[src/rtl/wb_rr_arbiter.sv]
// Two-master round-robin arbiter for a pipelined Wishbone bus in front of a shared SDRAM controller.
// State | meaning: IDLE | no owner, arbitrate; GNT0 | m0 owns the bus; GNT1 | m1 owns the bus
module wb_rr_arbiter #(
  parameter int ADDR_BITS       = 8,
  parameter int BYTES           = 1,
  parameter int SEL_WIDTH       = 1,
  parameter int MAX_OUTSTANDING = 4
) (
  input  logic                 clk,
  input  logic                 areset,
  input  logic [ADDR_BITS-1:0] m0_wb_addr,
  input  logic [BYTES*8-1:0]   m0_wb_dat_m2s,
  input  logic                 m0_wb_we,
  input  logic [SEL_WIDTH-1:0] m0_wb_sel,
  input  logic                 m0_wb_stb,
  input  logic                 m0_wb_cyc,
  output logic [BYTES*8-1:0]   m0_wb_dat_s2m,
  output logic                 m0_wb_ack,
  output logic                 m0_wb_stall,
  input  logic [ADDR_BITS-1:0] m1_wb_addr,
  input  logic [BYTES*8-1:0]   m1_wb_dat_m2s,
  input  logic                 m1_wb_we,
  input  logic [SEL_WIDTH-1:0] m1_wb_sel,
  input  logic                 m1_wb_stb,
  input  logic                 m1_wb_cyc,
  output logic [BYTES*8-1:0]   m1_wb_dat_s2m,
  output logic                 m1_wb_ack,
  output logic                 m1_wb_stall,
  output logic [ADDR_BITS-1:0] s_wb_addr,
  output logic [BYTES*8-1:0]   s_wb_dat_m2s,
  output logic                 s_wb_we,
  output logic [SEL_WIDTH-1:0] s_wb_sel,
  output logic                 s_wb_stb,
  output logic                 s_wb_cyc,
  input  logic [BYTES*8-1:0]   s_wb_dat_s2m,
  input  logic                 s_wb_ack,
  input  logic                 s_wb_stall,
  output logic [1:0]           grant
);

  localparam int CW = $clog2(MAX_OUTSTANDING + 1);

  typedef enum logic [1:0] {
    IDLE = 2'd0,
    GNT0 = 2'd1,
    GNT1 = 2'd2
  } state_t;

  state_t        state, state_nxt;
  logic          last_grant, last_grant_nxt;  // 1 = m1 was the last owner
  logic [CW-1:0] count, count_nxt;
  logic          full;
  logic          accept;
  logic          ack_dec;

  assign full    = (count == CW'(MAX_OUTSTANDING));
  assign accept  = s_wb_stb && !s_wb_stall;
  assign ack_dec = s_wb_ack && (count != '0);

  assign m0_wb_dat_s2m = s_wb_dat_s2m;
  assign m1_wb_dat_s2m = s_wb_dat_s2m;

  always_ff @(posedge clk or posedge areset) begin
    if (areset) begin
      state      <= IDLE;
      count      <= '0;
      last_grant <= 1'b1;
    end else begin
      state      <= state_nxt;
      count      <= count_nxt;
      last_grant <= last_grant_nxt;
    end
  end

  always_comb begin
    state_nxt      = state;
    last_grant_nxt = last_grant;
    count_nxt      = count;
    case (state)
      IDLE: begin
        count_nxt = '0;
        if (m0_wb_cyc && m1_wb_cyc) state_nxt = last_grant ? GNT0 : GNT1;
        else if (m0_wb_cyc)         state_nxt = GNT0;
        else if (m1_wb_cyc)         state_nxt = GNT1;
      end
      GNT0, GNT1: begin
        // Dropping cyc ends the cycle; any outstanding requests are abandoned.
        if ((state == GNT0) ? !m0_wb_cyc : !m1_wb_cyc) begin
          state_nxt      = IDLE;
          count_nxt      = '0;
          last_grant_nxt = (state == GNT1);
        end else if (accept && !ack_dec) begin
          count_nxt = count + CW'(1);
        end else if (!accept && ack_dec) begin
          count_nxt = count - CW'(1);
        end
      end
      default: state_nxt = IDLE;
    endcase
  end

  always_comb begin
    s_wb_addr    = '0;
    s_wb_dat_m2s = '0;
    s_wb_we      = 1'b0;
    s_wb_sel     = '0;
    s_wb_stb     = 1'b0;
    s_wb_cyc     = 1'b0;
    m0_wb_stall  = 1'b1;
    m1_wb_stall  = 1'b1;
    m0_wb_ack    = 1'b0;
    m1_wb_ack    = 1'b0;
    grant        = 2'b00;
    case (state)
      GNT0: begin
        grant        = 2'b01;
        s_wb_addr    = m0_wb_addr;
        s_wb_dat_m2s = m0_wb_dat_m2s;
        s_wb_we      = m0_wb_we;
        s_wb_sel     = m0_wb_sel;
        s_wb_stb     = m0_wb_stb && !full;
        s_wb_cyc     = m0_wb_cyc;
        m0_wb_stall  = s_wb_stall || full;
        m0_wb_ack    = s_wb_ack;
      end
      GNT1: begin
        grant        = 2'b10;
        s_wb_addr    = m1_wb_addr;
        s_wb_dat_m2s = m1_wb_dat_m2s;
        s_wb_we      = m1_wb_we;
        s_wb_sel     = m1_wb_sel;
        s_wb_stb     = m1_wb_stb && !full;
        s_wb_cyc     = m1_wb_cyc;
        m1_wb_stall  = s_wb_stall || full;
        m1_wb_ack    = s_wb_ack;
      end
      default: ;
    endcase
  end

endmodule

[config.mk]
export PLATFORM = sky130hd
export DESIGN_NAME = wb_rr_arbiter
export DESIGN_NICKNAME = d
export VERILOG_FILES = /design/src/rtl/wb_rr_arbiter.sv
export SDC_FILE = /design/constraint.sdc
export NUM_CORES = 1
export LEC_CHECK = 0
export BUFFER_PORTS_ARGS = -buffer_cell sky130_fd_sc_hd__buf_2
export CORE_MARGIN = 4
export CORE_UTILIZATION = 34
export DETAILED_ROUTE_END_ITERATION = 8
export PLACE_DENSITY = 0.83
export SYNTH_ARGS = -nofsm -noshare
export SYNTH_HDL_FRONTEND = slang
export SYNTH_SLANG_ARGS = --single-unit
export TNS_END_PERCENT = 5
[constraint.sdc]
create_clock -name clk -period 3.6 [get_ports clk]
set_clock_uncertainty 0.15 [all_clocks]
set_input_delay 0.72 -clock clk [delete_from_list [all_inputs] [get_ports clk]]
set_output_delay 0.72 -clock clk [all_outputs]
set_load 0.02 [all_outputs]
==> flow_summary.ini, run 1 <==
[floorplanning]
fp.dieW_um = 58.47
io_pins = 94
design.core.area_sq_mm = 0.002455
row_count = 18
initial_core_util = 0.3527
die_h_um = 58.47
dieArea_sq_mm = 0.003418

[detailed_routing]
ant_nets = 0
wl_per_cell_um = 13.35
drc_errors = 0
routed_wl_um = 2643
viasPerCell = 4.803
dr.pass1.iters = 4
drt_first_iter_violations = 42
vias = 951

[worst_setup_path]
arrival_ns = 1.94
critPathLaunchType = register
startpoint = state[1]$_DFFE_PP0P_
slowest_delay_ns = 0.68
r2r-start = state[0]$_DFFE_PP0P_
required_ns = 2.73
crit_path_max_fanout = 22
crit_path_end_kind = primary output
criticalPathCategory = reg2out
slowest_stage = ha_1
path_cells = inv_1 -> ha_1 -> a22oi_1 -> nor2_1 -> buf_2

[placed_design]
place_congestion = 0.7198
dp_hpwl_um = 2132
port-buffer-count = 69
numPlacedInstances = 194

[cells_and_area]
instances_no_fill = 198
antenna_cells = 0
finish.utilization = 0.4643
fin_nets = 228
area_delta_synth_final_pct = 31.65
drive_gt1_frac = 0.4524
fillerInstances = 268

[global_routing]
grt_antenna_before_repair = 0
grt-ovfl-total = 0
grt_first_pass_wirelength_um = 3960
grt_max_degree = 23
grt_util_all_layers = 0.1503
grt_pass1_vias = 902

[power]
irDropWorstVdd_v = 0.0004142
power.share.clock = 0.079
p_int_uw = 383.8
seqPwrFrac = 0.127
power_density_mw_per_mm2 = 787.7
pwr-share-comb = 0.794
cellLeakagePower_uw = 0.0006219
power_switching_uw = 514.0
sw_frac_of_total = 0.5725

[cts]
cts-buffers-inserted = 3
cts_setup_buffers = 0
htreeDepth = 1
hold_buffers = 0
clock-sinks = 6
cts_resized = 0
clkLatencyLatePin_ns = 0.25
path_clk_slew_ns = 0.05
cts.path.max_buffers = 2
cts_tree = built
clockRootBuffer = clkbuf_4

[logic_synthesis]
yosysMostFrequentCell = nor2_1
syn_avg_cell_area_sq_um = 7.464
synth.ff_latch_count = 6
synth_common_cells = nor2_1 (21), a22oi_1 (19), buf_4 (16)
syn_area_sq_um = 865.8
synth_largest_area_cell = a22oi_1
syn-num-nets = 175
synthTopCellsByArea = a22oi_1 (16%), dfrtp_1 (14%), buf_4 (14%)
synth.top_cell.area_share = 0.1647
synth_edf_count = 0
synth_ff_type = dfrtp_1
synthCells = 116
ys_warn_count = 0
ys_types = 29
synthArstFlopShare = 1.000
synth-seq-area-share = 0.1749

[sta]
rsz0062_at_grt = no
fin_crit_sh = 0.7805
setup_viol = 0
finalHoldViolCount = 0
min_period_ns = 2.810
worstMarginPinSlew_ns = 0.7866
relSlewSlack = 0.4756
max_freq_mhz = 355.9
slew_violations = 0
fin_setup_tns_ns = 0

[flow_run]
drv_cap = 0

[status]
outcome = complete, no violations

[min_path]
min_path_type = in2async
## per-stage QoR
step / power (uW) / worst slack, ns / hold slack (ns) / area (sq um)
floorplan: 649.3 / 0.8835 / 0.3457 / 865.8
global placement: 820.9 / 0.9045 / 0.3785 / 1114
detailed placement: 831.6 / 0.8429 / 0.3888 / 1114
CTS: 908.6 / 0.7624 / 0.2023 / 1140
global route: 977.6 / 0.5833 / 0.2188 / 1140
finish: 897.8 / 0.7902 / 0.2058 / 1140
## state kept, by name, summed over array words and instances, names as in the netlist
register / cells
count: 3
state: 2
last_grant: 1
## power groups by stage
stage	logic [uW]	clock network (uW)	registers (uW)
3_5_place_dp	717	0	115
3_3_place_gp	708	0	112
4_1_cts	720	75.3	114
5_1_grt	784	76.9	117
2_1_floorplan	541	0	108
6_report	713	71.2	114
## layout by cell type, fill, tap and decap left out, types with 2 or more instances in the layout
| cell | netlist | layout |
|---|---|---|
| nand2_1 | 5 | 5 |
| nor2_1 | 21 | 21 |
| dfrtp_1 | 5 | 5 |
| a22oi_1 | 19 | 19 |
| ha_1 | 6 | 6 |
| clkbuf_4 | 0 | 3 |
| o21ai_0 | 2 | 2 |
| inv_1 | 8 | 8 |
| mux2i_1 | 3 | 3 |
| buf_2 | 0 | 69 |
| and2_1 | 3 | 3 |
| a21oi_1 | 3 | 3 |
| nand3_1 | 2 | 2 |
| nor2b_1 | 2 | 2 |
## layer usage
layer | track usage | routed length (um)
met1 | 0.1684 | 1033
met3 | 0.01535 | 98
met4 | 0.06954 | 35
met5 | 0 | 0
met2 | 0.2807 | 1476
## worst paths after layout
kind	end	slack, ns	depth (start not counted)
setup / recovery	s_wb_dat_m2s[6]	0.79	5
hold / removal	count[0]$_DFFE_PP0P_	0.21	2
setup reg to reg	count[2]$_DFFE_PP0P_	0.92	10
hold reg to reg	count[2]$_DFFE_PP0P_	0.40	2
max in group asynchronous	last_grant$_DFFE_PP1P_	2.83	2
min in group clk	count[2]$_DFFE_PP0P_	0.40	2
## critical path: cells and delay by family (launching register included)
kind                     cells  cell delay [ns]
AND/OR/NAND/NOR              1             0.12
buffers and inverters        2             0.31
flip-flops                   1             0.42
AO/OA/AOI/OAI                1             0.16
adder cells (fa/ha/maj)      1             0.68
## kinds of logic after synthesis
logic type	synth area share
adder cells (fa/ha/maj)	0.1098
AND/OR/NAND/NOR	0.2240
AO/OA/AOI/OAI	0.2211
flip-flops	0.1749
buffers and inverters	0.1994
XOR/XNOR	0.01012
multiplexers	0.06069
## area by class of cell
| cell class | count | area (sq um) | share of cell area |
|---|---|---|---|
| Clock buffer | 4 | 26.28 | 0.02305 |
| Inverter | 8 | 30.03 | 0.02634 |
| Multi-Input combinational cell | 80 | 541.8 | 0.4753 |
| Sequential cell | 6 | 151.4 | 0.1328 |
| Tap cell | 30 | 37.54 | 0.03293 |
| Timing Repair Buffer | 70 | 352.8 | 0.3096 |
No activity file was read; power rests on OpenSTA's default activity.
==> run 2, diff against run 1 <==
--- a/config.mk
+++ b/config.mk
@@ -7,9 +7,9 @@
 export LEC_CHECK = 0
 export BUFFER_PORTS_ARGS = -buffer_cell sky130_fd_sc_hd__buf_2
 export CORE_MARGIN = 4
-export CORE_UTILIZATION = 34
+export CORE_UTILIZATION = 31
 export DETAILED_ROUTE_END_ITERATION = 8
-export PLACE_DENSITY = 0.83
+export PLACE_DENSITY = 0.8
 export SYNTH_ARGS = -nofsm -noshare
 export SYNTH_HDL_FRONTEND = slang
 export SYNTH_SLANG_ARGS = --single-unit
==> constraint.sdc (replaced) <==
create_clock -name clk -period 2.4 [get_ports clk]
set_clock_uncertainty 0.15 [all_clocks]
set_input_delay 0.48 -clock clk [delete_from_list [all_inputs] [get_ports clk]]
set_output_delay 0.48 -clock clk [all_outputs]
set_load 0.02 [all_outputs]
==> flow_summary.ini, run 2 (synthesis gave the netlist of run 1 again) <==
[status]
outcome = complete, but fails checks
violations = negative setup slack

[worst_setup_path]
crit_path_max_fanout = 10
slowest_delay_ns = 0.36
r2r_cells = 10
critPathLaunchType = register
required_ns = 1.77
crit_path_end_kind = primary output
path_buf_inv = 5
cp_top_family = buffers and inverters
slowest_stage = dfrtp_1
cpMostUsedCell = buf_4
arrival_ns = 1.83
path_cells = inv_2 -> buf_4 -> ha_1 -> buf_4 -> clkinvlp_4 -> nor2_1 -> buf_2
criticalPathCategory = reg2out
cp_num_cells = 7

[sta]
setup_viol = 2
worstMarginPinSlew_ns = 0.3229
rsz0062_at_grt = yes
finalHoldViolCount = 0
min_period_ns = 2.460
max_freq_mhz = 406.5
slew_violations = 0
finalWorstSetupSlack_ns = -0.05993
fin_crit_sh = 1.025
hold_ws_ns = 0.4035
fin_setup_tns_ns = -0.1146
relSlewSlack = 0.7839

[cells_and_area]
drive_gt1_frac = 0.5249
antenna_cells = 0
top_register = count
fin_nets = 241
largest_reg_flops = 3
final_cell_mix = buf_2 (51), buf_4 (30), nor2_1 (21)
area_delta_synth_final_pct = 51.45
layout_commonest_cell = buf_2
largestRegisters = count (3), state (2), last_grant (1)

[cts]
clkLatencyLatePin_ns = 0.25
cts_tree = built
htreeDepth = 1
clockRootBuffer = clkbuf_4
cts.path.max_buffers = 2
clock-sinks = 6
cts-buffers-inserted = 3
path_clk_slew_ns = 0.05

[min_path]
holdPathStages = 3
min_path_type = in2reg

[floorplanning]
row_count = 18
initial_core_util = 0.3372
dieArea_sq_mm = 0.003703
io_pins = 94
fp.dieW_um = 60.85
design.core.area_sq_mm = 0.002567
die_h_um = 60.85

[global_routing]
grt-ovfl-total = 0
grt_pass1_vias = 912
grt_util_all_layers = 0.1449
grt_antenna_before_repair = 0
grt_first_pass_wirelength_um = 4057
grt_max_degree = 21

[power]
seqPwrFrac = 0.105
power_switching_uw = 845.2
pwr-share-comb = 0.829
power_density_mw_per_mm2 = 1225
power.share.clock = 0.066
sw_frac_of_total = 0.5261
irDropWorstVdd_v = 0.0006046
p_int_uw = 761.4
cellLeakagePower_uw = 0.0006735

[detailed_routing]
drc_errors = 0
wl_per_cell_um = 13.71
routed_wl_um = 2892
drt_first_iter_violations = 54
ant_nets = 0
vias = 1044
viasPerCell = 4.948
dr.pass1.iters = 4

[placed_design]
place_congestion = 0.7673
dp_slack_ns = -0.06563
dp_hpwl_um = 2291
port-buffer-count = 69

[flow_run]
drv_cap = 0
## run 2: stage by stage
| step | util | cell area [sq um] | power (uW) | std cells |
|---|---|---|---|---|
| 2_1_floorplan | - | 884.6 | 1001 | 116 |
| 3_3_place_gp | 0.4644 | 1192 | 1333 | 202 |
| 3_5_place_dp | 0.4644 | 1192 | 1347 | 202 |
| 4_1_cts | 0.4927 | 1265 | 1545 | 208 |
| 5_1_grt | 0.5107 | 1311 | 1747 | 211 |
| 6_report | 0.5107 | 1311 | 1607 | 211 |
## run 2: per-layer routing
layer | vias up | global-route usage | part of all wire
li1 | 519 | - | -
met1 | 481 | 0.1626 | 0.37
met2 | 40 | 0.2733 | 0.53
met3 | 4 | 0.01915 | 0.086
met4 | 0 | 0.05573 | 0.0090
met5 | - | 0 | 0
## run 2: power by group through the flow
stage | Sequential [uW] | Combinational, uW | Clock [uW]
3_3_place_gp | 164 | 1170 | 0
4_1_cts | 167 | 1270 | 111
2_1_floorplan | 167 | 834 | 0
5_1_grt | 174 | 1450 | 120
6_report | 169 | 1330 | 106
3_5_place_dp | 168 | 1180 | 0
## run 2: tightest hold or removal path, delay by kind of cell
kind            cells  cell delay, ns
buf+inv             1            0.12
compound gates      1            0.09
simple gates        1            0.06
## run 2: path summary, 6_finish.rpt
| check | start | endpoint | slack [ns] |
|---|---|---|---|
| hold reg to reg | count[0]$_DFFE_PP0P_ | count[0]$_DFFE_PP0P_ | 0.45 |
| setup reg to reg | state[0]$_DFFE_PP0P_ | count[2]$_DFFE_PP0P_ | -0.05 |
| min in group asynchronous | areset | count[0]$_DFFE_PP0P_ | 0.53 |
| max in group asynchronous | areset | last_grant$_DFFE_PP1P_ | 1.31 |
| hold / removal | m1_wb_cyc | state[1]$_DFFE_PP0P_ | 0.40 |
| setup / recovery | state[0]$_DFFE_PP0P_ | s_wb_we | -0.06 |
## run 2: repair_timing
| action | in CTS | in global routing |
|---|---|---|
| setup buffers | 0 | 3 |
| hold endpoints to repair | 5 | 0 |
| endpoints found under the setup margin | 20 | 20 |
| cloned | 1 | 0 |
| gates resized for setup | 12 | 10 |
| hold buffers | 1 | 0 |
| pin swaps | 8 | 9 |
## run 2: cell type report
cell class	count	area [sq um]
fill	264	1256
multi-input combinational	80	563.0
timing repair buffer	82	490.5
sequential	6	152.6
tap	30	37.54
inverter	8	33.78
clock buffer	4	26.28
timing repair inverter	1	7.507
==> run 3, diff against run 2 <==
==> constraint.sdc (replaced) <==
create_clock -name clk -period 2.4 [get_ports clk]
set_clock_uncertainty 0.15 [all_clocks]
set_input_delay 0.48 -clock clk [delete_from_list [all_inputs] [get_ports clk]]
set_output_delay 0.48 -clock clk [all_outputs]
set_load 0.1 [all_outputs]
==> flow_summary.ini, run 3 (synthesis gave the netlist of run 1 again) <==
[min_path]
hold_start = m1_wb_cyc
min_path_type = in2reg

[cts]
clock-sinks = 6
cts-buffers-inserted = 3
clkLatencyLatePin_ns = 0.25
path_clk_slew_ns = 0.05
cts_tree = built
clockRootBuffer = clkbuf_4
htreeDepth = 1
cts.path.max_buffers = 2

[cells_and_area]
antenna_cells = 0
largestRegisters = count (3), state (2), last_grant (1)
top_register = count
layout_commonest_cell = buf_2
largest_reg_flops = 3
area_delta_synth_final_pct = 100.1
fin_nets = 238
final_cell_mix = buf_2 (48), buf_12 (21), a22oi_1 (19), nor2_4 (19), buf_4 (9)
drive_gt1_frac = 0.6404

[detailed_routing]
wl_per_cell_um = 14.88
drc_errors = 0
ant_nets = 0
viasPerCell = 5.005
drt_first_iter_violations = 35
dr.pass1.iters = 4
vias = 1041
routed_wl_um = 3095

[worst_setup_path]
slowest_stage = or4_1
cp_top_family = simple AND/OR/NAND/NOR gates
criticalPathCategory = reg2reg
path_buf_inv = 1
arrival_ns = 2.52
startpoint = state[0]$_DFFE_PP0P_
critPathLaunchType = register
r2r_slack_ns = -0.07
slowest_delay_ns = 0.41
required_ns = 2.44
crit_path_max_fanout = 3
r2r-start = state[0]$_DFFE_PP0P_
path_cells = inv_2 -> ha_4 -> mux2_4 -> and4b_4 -> nor2b_1 -> fa_2 -> nor2_2 -> mux2i_1 -> or4_1 -> nand3_1
crit_path_end_kind = register

[status]
violations = negative setup slack
outcome = complete, but fails checks

[sta]
setup_viol = 1
finalHoldViolCount = 0
fin_setup_tns_ns = -0.07242
finalWorstSetupSlack_ns = -0.07242
relSlewSlack = 0.6761
rsz0062_at_grt = yes
max_freq_mhz = 404.5
slew_violations = 0
min_period_ns = 2.472
worstMarginPinSlew_ns = 0.4893
fin_crit_sh = 1.030

[global_routing]
grt-busiest-layer = met2
grtUsageMet3 = 0.02128
grt_max_degree = 23
grt_antenna_before_repair = 0
grt_first_pass_wirelength_um = 4636
grt.met1_usage = 0.1888
grt-ovfl-total = 0
grt_util_all_layers = 0.1659
grt_util_met2 = 0.3160
grt_pass1_vias = 1005

[floorplanning]
dieArea_sq_mm = 0.003703
fp.dieW_um = 60.85
io_pins = 94
initial_core_util = 0.3372
row_count = 18
design.core.area_sq_mm = 0.002567
die_h_um = 60.85

[flow_run]
drv_cap = 0

[placed_design]
place_congestion = 0.8048
dp_hpwl_um = 2473
port-buffer-count = 69
## run 3: cell types whose count changed in the layout (fill, tap and decap cells not counted), moves of 2 or more
cell,before,now
nor2_4,0,19
ha_4,1,3
buf_12,0,21
nor2_1,21,1
clkinvlp_4,2,0
buf_2,51,48
buf_4,30,9
## run 3: worst register-to-register path, cell delays in order, from the launching register on
cell     delay (ns)
dfrtp_1        0.38
inv_2          0.10
ha_4           0.14
mux2_4         0.30
and4b_4        0.19
nor2b_1        0.14
fa_2           0.36
nor2_2         0.10
mux2i_1        0.09
or4_1          0.41
nand3_1        0.08
## run 3: metrics by stage
| step | instances | cell area (sq um) | setup WS [ns] | utilization | hold slack, ns |
|---|---|---|---|---|---|
| after detailed placement | 201 | 1628 | -0.06872 | 0.6340 | 0.2566 |
| after global routing | 208 | 1733 | -0.2019 | 0.6750 | 0.4411 |
| final | 208 | 1733 | -0.07242 | 0.6750 | 0.4142 |
| after CTS | 208 | 1705 | -0.04909 | 0.6642 | 0.3941 |
| after global placement | 201 | 1628 | -0.02209 | 0.6340 | 0.2552 |
| after floorplan | 116 | 1041 | -0.2479 | - | 0.1202 |
## run 3: routing by layer
metal / part of all wire / wire [um]
met1: 0.36 / 1099
met2: 0.57 / 1772
met3: 0.060 / 185
met4: 0.012 / 38
met5: 0 / 0
## run 3: final timing paths
| path | to | cells after the start |
|---|---|---|
| setup / recovery | count[2]$_DFFE_PP0P_ | 10 |
| hold / removal | state[1]$_DFFE_PP0P_ | 3 |
| setup reg to reg | count[2]$_DFFE_PP0P_ | 10 |
| hold reg to reg | count[0]$_DFFE_PP0P_ | 2 |
| max in group asynchronous | last_grant$_DFFE_PP1P_ | 3 |
| min in group asynchronous | count[2]$_DFFE_PP0P_ | 3 |
## run 3: repair_timing
item,4_1_cts,5_1_grt
pin swaps,1,1
endpoints found under the setup margin,25,20
endpoints found under the hold margin,5,0
resized for setup,6,7
setup buffers,2,0
hold buffers,1,0
## run 3: area by class of cell
class | count | area, sq um
Clock buffer | 4 | 26.28
Multi-Input combinational cell | 80 | 730.7
Timing Repair Buffer | 80 | 753.2
Inverter | 8 | 32.53
Tap cell | 30 | 37.54
Fill cell | 211 | 834.6
Sequential cell | 6 | 152.6
Power of run 3 is not shown: default switching activity piles up to over one toggle a cycle in this logic, so the estimate is an artifact.
